[src/rtl/vga_timing_gen.sv]
// Raster timing generator for the 640x480@60 output path: coordinates, syncs, de and pulses.
// Optional frame counter is compiled in when VTG_FRAME_CNT_EN is defined.
module vga_timing_gen #(
  parameter int unsigned H_ACTIVE = 640,
  parameter int unsigned H_FP     = 16,
  parameter int unsigned H_SYNC   = 96,
  parameter int unsigned H_BP     = 48,
  parameter int unsigned V_ACTIVE = 480,
  parameter int unsigned V_FP     = 10,
  parameter int unsigned V_SYNC   = 2,
  parameter int unsigned V_BP     = 33
) (
  input  logic       clk,
  input  logic       rst,
  input  logic       pix_en,
  output logic [9:0] h_count,
  output logic [9:0] v_count,
  output logic       hsync,
  output logic       vsync,
  output logic       de,
  output logic       line_start,
  output logic       frame_start,
  output logic [7:0] frame_cnt
);

  localparam int unsigned H_TOTAL = H_ACTIVE + H_FP + H_SYNC + H_BP;
  localparam int unsigned V_TOTAL = V_ACTIVE + V_FP + V_SYNC + V_BP;

  localparam logic [9:0]  H_LAST = 10'(H_TOTAL - 1);
  localparam logic [9:0]  V_LAST = 10'(V_TOTAL - 1);
  // 11-bit bounds so a sync pulse ending exactly at 1024 still compares correctly
  localparam logic [10:0] H_ACT  = 11'(H_ACTIVE);
  localparam logic [10:0] HS_BEG = 11'(H_ACTIVE + H_FP);
  localparam logic [10:0] HS_END = 11'(H_ACTIVE + H_FP + H_SYNC);
  localparam logic [10:0] V_ACT  = 11'(V_ACTIVE);
  localparam logic [10:0] VS_BEG = 11'(V_ACTIVE + V_FP);
  localparam logic [10:0] VS_END = 11'(V_ACTIVE + V_FP + V_SYNC);

  logic [9:0] h_q, h_d, v_q, v_d;
  logic [9:0] h_nxt, v_nxt;
  logic       hsync_q, hsync_d, vsync_q, vsync_d, de_q, de_d;
  logic       line_q, line_d, frame_q, frame_d;

  always_comb begin
    h_nxt = (h_q == H_LAST) ? 10'd0 : h_q + 10'd1;
    v_nxt = v_q;
    if (h_q == H_LAST) begin
      v_nxt = (v_q == V_LAST) ? 10'd0 : v_q + 10'd1;
    end

    h_d     = h_q;
    v_d     = v_q;
    hsync_d = hsync_q;
    vsync_d = vsync_q;
    de_d    = de_q;
    line_d  = 1'b0;
    frame_d = 1'b0;

    // Decode from next-state counters so outputs land on the same edge as the coordinates
    if (pix_en) begin
      h_d     = h_nxt;
      v_d     = v_nxt;
      hsync_d = !(({1'b0, h_nxt} >= HS_BEG) && ({1'b0, h_nxt} < HS_END));
      vsync_d = !(({1'b0, v_nxt} >= VS_BEG) && ({1'b0, v_nxt} < VS_END));
      de_d    = ({1'b0, h_nxt} < H_ACT) && ({1'b0, v_nxt} < V_ACT);
      line_d  = (h_nxt == 10'd0);
      frame_d = (h_nxt == 10'd0) && (v_nxt == 10'd0);
    end
  end

  // Reset values equal the decode of the last blanking position (H_TOTAL-1, V_TOTAL-1)
  always_ff @(posedge clk) begin
    if (!rst) begin
      h_q     <= H_LAST;
      v_q     <= V_LAST;
      hsync_q <= 1'b1;
      vsync_q <= 1'b1;
      de_q    <= 1'b0;
      line_q  <= 1'b0;
      frame_q <= 1'b0;
    end else begin
      h_q     <= h_d;
      v_q     <= v_d;
      hsync_q <= hsync_d;
      vsync_q <= vsync_d;
      de_q    <= de_d;
      line_q  <= line_d;
      frame_q <= frame_d;
    end
  end

`ifdef VTG_FRAME_CNT_EN
  logic [7:0] fcnt_q, fcnt_d;

  always_comb begin
    fcnt_d = fcnt_q;
    if (frame_d) begin
      fcnt_d = fcnt_q + 8'd1;
    end
  end

  always_ff @(posedge clk) begin
    if (!rst) begin
      fcnt_q <= 8'd0;
    end else begin
      fcnt_q <= fcnt_d;
    end
  end

  assign frame_cnt = fcnt_q;
`else
  assign frame_cnt = 8'h00;
`endif

  assign h_count     = h_q;
  assign v_count     = v_q;
  assign hsync       = hsync_q;
  assign vsync       = vsync_q;
  assign de          = de_q;
  assign line_start  = line_q;
  assign frame_start = frame_q;

endmodule

[config.mk]
export PLATFORM = sky130hd
export DESIGN_NAME = vga_timing_gen
export DESIGN_NICKNAME = d
export VERILOG_FILES = /design/src/rtl/vga_timing_gen.sv
export SDC_FILE = /design/constraint.sdc
export NUM_CORES = 1
export LEC_CHECK = 0
export ABC_AREA = 0
export CORE_MARGIN = 1.5
export CORE_UTILIZATION = 44
export DETAILED_ROUTE_END_ITERATION = 8
export PLACE_DENSITY_LB_ADDON = 0.15
export SETUP_SLACK_MARGIN = 0.2
export SYNTH_ARGS = -nofsm -noshare
export SYNTH_HDL_FRONTEND = slang
export SYNTH_SLANG_ARGS = --single-unit
[constraint.sdc]
create_clock -name clk -period 2.54 [get_ports clk]
set_input_delay 0.381 -clock clk [delete_from_list [all_inputs] [get_ports clk]]
set_output_delay 0.381 -clock clk [all_outputs]
set_load 0.02 [all_outputs]
Word level (Yosys, flattened, before mapping)
Index checks and enable logic that the tools add are counted.
- output and inout bits: 33
- input bits: 3
- logic and storage cells: 29
- bits in registers: 25
- equality and inequality tests: 2
- mux-type cells: 3
- reductions and logical operators: 9
- add/sub/neg operators: 2
- magnitude comparators: 6
- operator list (cell ; count):
    $mux W10 ; 3
    $add A10 B1 Y10 const B ; 2
    $eq A10 B10 Y1 const B ; 2
    $logic_not A10 Y1 ; 2
    $lt A10 B10 Y1 const B ; 2
    $lt A10 B9 Y1 const B ; 2
    $ge A10 B10 Y1 const B ; 1
    $ge A10 B9 Y1 const B ; 1
    $logic_and A1 B1 Y1 ; 4
    $logic_not A1 Y1 ; 2
    $reduce_and A2 Y1 ; 1

Depth between registers and ports, before layout
- word-level depth: 6
- gate-level depth with buffers: 9
- mapped depth without buffers: 8

Worst setup path after synthesis
No wires, ideal clock.
- path type: flip-flop to flip-flop
- start point: register h_q[1], in the netlist h_count[1]
- end point: register vsync_q, in the netlist vsync
- path buffers: 2
- arrival: 2.127 ns
- data required time: 2.410 ns
- period minus slack after synthesis: 2.257 ns
- cell stages (with the launch flop): 10
- path slack: 0.283 ns
- path through: dfxtp_1 -> ha_1 -> and4_1 -> buf_2 -> nand3_1 -> buf_2 -> a2111oi_0 -> a21oi_1 -> nor3_1 -> a31oi_1
- longest elaborated chain between the ends: 5
- elaborated cells between the ends (all ways): 6
- those cells by class: order compare: 2; eq/ne: 1; mux: 1; reduce/logical: 2
- RTL lines (item ; line ; RTL):
    start: declaration ; 39 ; logic [9:0] h_q, h_d, v_q, v_d;
    start signal: assignment ; 74 ; h_q <= H_LAST;
    start signal: assignment ; 82 ; h_q <= h_d;
    $eq A10 B10 Y1 (*) ; 47 ; if (h_q == H_LAST) begin
    $mux W10 (*) ; 47 ;
    $ge A10 B9 Y1 or $lt A10 B9 Y1 (tied branches) ; 64 ; vsync_d = !(({1'b0, v_nxt} >= VS_BEG) && ({1'b0, v_nxt} < VS_END));
    $logic_and A1 B1 Y1 (*) ; 64 ;
    $logic_not A1 Y1 (*) ; 64 ;
    end signal: assignment ; 85 ; vsync_q <= vsync_d;
    end: declaration ; 41 ; logic hsync_q, hsync_d, vsync_q, vsync_d, de_q, de_d;
Mark *: on every way between the ends. The rest lies on a longest branch, timed or not.
A chain may end at the register's enable or synchronous reset.

Worst setup path in the final report
- start point: register h_q[1], in the netlist h_count[1]
- end point: register v_q[4], in the netlist v_count[4]
- longest elaborated chain between the ends: 2
- RTL lines (item ; line ; RTL):
    $eq A10 B10 Y1 ; 47 ;
    $mux W10 ; 47 ;
    end signal: assignment ; 83 ; v_q <= v_d;
    end: declaration ; 39 ;
Every way passes these cells.

==> impl_metrics.json <==
{
  "status": "finished clean",
  "final_core_util_pct": 55.44,
  "dp_slack_ns": 0.1680,
  "antennaDiodeCount": 0,
  "ys_warn_count": 0,
  "yosysSeqAreaShare_pct": 28.19,
  "layout_commonest_cell": "clkdlybuf4s50_1",
  "crit_fanout": 16,
  "wl_met2_mm": 1.772,
  "synth_area_per_cell_um2": 7.653,
  "synth.largest_area_cell": "dfxtp_1",
  "leakagePower_nw": 0.7995,
  "gr-usage-all-layers_pct": 20.50,
  "ys_ff_latch": 25,
  "synthArstFlopShare_pct": 0,
  "skew_ns": 0.004954,
  "timing.final.crit_share_pct": 85.94,
  "die_area_um2": 4425,
  "io_pins": 36,
  "globalplace.congestion": 0.8135,
  "synth_top_cell_area_share_pct": 28.19,
  "io_buffers": 27,
  "first_pass_iters": 4,
  "dp_hpwl_mm": 2.892,
  "layout.cells.most_common_list": "clkdlybuf4s50_1 (27), dfxtp_1 (25), nand2_1 (20)",
  "drt-vias-per-instance": 5.704,
  "hp-start": "de$_SDFFE_PN0P_",
  "slowest_stage": "or4_1",
  "postLayoutCellArea_um2": 2091,
  "wl_per_cell_um": 14.08,
  "p_total_w": 0.001273,
  "numCtsBuffers": 3,
  "critical_path.endpoint_type": "register",
  "postCtsSetupBuffers": 0,
  "insertion_delay_ns": 0.28,
  "antenna_found_initial": 0,
  "wl_met1_mm": 2.168,
  "max_cap_violations": 0,
  "rsz0062_at_grt": "false",
  "drcViolationCount": 0,
  "ir_worst_vdd_v": 0.0003922,
  "regToRegSetupSlack_ns": 0.36,
  "place_area_um2": 2027,
  "synth_cells": 232,
  "fin_crit_ns": 2.183,
  "vias": 1694,
  "dr_wl_met3_um": 203,
  "cts_sinks": 25,
  "criticalPathCategory": "register to register",
  "grt_max_degree": 24,
  "area_growth_pct": 17.76,
  "fin_tns_setup_ns": 0,
  "grt_pass1_wl_mm": 7.017,
  "crit_buf_inv": 0,
  "grt-ovfl-total": 0,
  "critPathLaunchType": "register",
  "r2r-end": "v_count[4]$_SDFFE_PN0P_",
  "cp.required_ns": 2.76,
  "synth_area_um2": 1775,
  "highest_layer": "met4",
  "ys_top_cells_by_area": "dfxtp_1 (28%), xnor2_1 (4.4%), nand2_1 (4.2%)",
  "ys_dominant_reg_cell": "dfxtp_1",
  "core_um2": 3771,
  "first_iter_violations": 194,
  "tightestPinTransition_ns": 0.5073,
  "final_max_slew_viol_count": 0,
  "synth_enable_flop_cells": 0,
  "path_clk_slew_ns": 0.09,
  "crit_path_max_incr_delay_ns": 0.55,
  "drive_above_1_share_pct": 8.835,
  "critical_path.top_delay_family": "simple AND/OR/NAND/NOR gates",
  "detail-route-antenna-nets": 0,
  "hp-class": "register to register",
  "die_h_um": 66.52,
  "maxSlewHeadroom_pct": 65.92,
  "initial_core_util_pct": 47.08,
  "cts_hold_buf": 0,
  "rr_startpoint": "h_count[1]$_SDFFE_PN1P_",
  "power_density_nw_per_um2": 609.0,
  "synth_cell_types": 50,
  "rr_worst_depth": 6,
  "path_cells": "ha_2, and4_4, and3_1, nand2_2, or4_1, a21boi_1",
  "fin_nets": 256,
  "hold_viol_final": 0,
  "ctsResizeCount": 1,
  "cts_root_buffer": "clkbuf_8",
  "arrival_ns": 2.40,
  "chipWidth_um": 66.52,
  "htree_num_levels": 1,
  "max_freq_ghz": 0.4581,
  "hold-path-cell-count": 2,
  "wirelength_mm": 4.183,
  "tritoncts": "yes",
  "clock_path_buffers": 2,
  "layout_setup_ws_ns": 0.3571,
  "grt_pass1_vias": 1412,
  "row_count": 22,
  "setup_viol": 0,
  "hold_end": "de$_SDFFE_PN0P_"
}
[metrics by stage]
stage,hold WS [ns],std cells
finish,0.5201,297
global route,0.5624,297
CTS,0.4993,297
detailed placement,0.4837,293
global placement,0.4787,293
floorplan,0.5500,239
[logic make-up (layout without fill, tap and decap cells)]
kind of cell | count (synthesis) | after routing | share of synthesized area (%)
and+or+nand+nor | 96 | 96 | 30.51
DFF | 25 | 25 | 28.19
AOI/OAI and AO/OA | 57 | 57 | 20.86
muxes | 2 | 2 | 1.128
buffers and inverters | 35 | 45 | 10.57
xor gates and xnor gates | 13 | 13 | 6.413
other | 1 | 8 | 0.2112
adders and majority gates | 3 | 3 | 2.114
[routing by layer]
metal	track usage [%]	up-vias
li1	-	852
met1	31.02	788
met2	27.75	50
met3	5.068	4
met4	6.888	0
met5	0	-
[power by group]
group / switching (W) / internal (W)
Clock: 0.000138 / 0.000110
Combinational: 0.000307 / 0.000242
Sequential: 0.0000534 / 0.000422
Total: 0.000499 / 0.000774
[sequential cells by signal (all words and copies together) (netlist names)]
signal and flops:
h_count 10, v_count 10, de 1, frame_start 1
hsync 1, line_start 1, vsync 1
[tightest hold or removal path, cell delays in order, from the launching register on]
cell and delay [ns]:
dfxtp_1 0.33, nand3b_1 0.09, o31ai_1 0.07
[worst max path at each step]
stage | depth (start not counted) | slack [ns] | startpoint | end
floorplan | 9 | 0.28 | h_count[1]$_SDFFE_PN1P_ | vsync$_SDFFE_PN1P_
global placement | 8 | 0.27 | h_count[1]$_SDFFE_PN1P_ | frame_start$_SDFF_PN0_
detailed placement | 7 | 0.17 | h_count[0]$_SDFFE_PN1P_ | vsync$_SDFFE_PN1P_
CTS | 7 | 0.23 | h_count[0]$_SDFFE_PN1P_ | vsync$_SDFFE_PN1P_
global route | 8 | 0.23 | h_count[1]$_SDFFE_PN1P_ | de$_SDFFE_PN0P_
finish | 6 | 0.36 | h_count[1]$_SDFFE_PN1P_ | v_count[4]$_SDFFE_PN0P_
[synth_stat cells, types with 2 or more instances]
master    number
dfxtp_1       25
nand2_1       20
o21ai_0       15
a21oi_1       13
clkbuf_1      12
nand3_1       11
nor2_1        11
nor3_1        11
buf_4          9
xnor2_1        9
and3_1         8
buf_2          6
inv_1          6
and2_1         5
or3_1          5
a21boi_0       4
a31oi_1        4
and4_1         4
nor4_1         4
xor2_1         4
ha_1           3
nand4_1        3
nor2b_1        3
o22ai_1        3
o311ai_0       3
a211oi_1       2
a31o_2         2
buf_6          2
mux2i_1        2
nand3b_1       2
nor3b_1        2
[layout make-up]
cell class              count  area [µm²]
clock buffers               3       41.29
clock inverters             1       5.005
fillers                   359        1680
inverters                   6       22.52
multi-input cells         179        1131
flip-flops and latches     25       500.5
well taps                  48       60.06
repair buffers             35       330.3
Power figures use the tool's default switching activity.
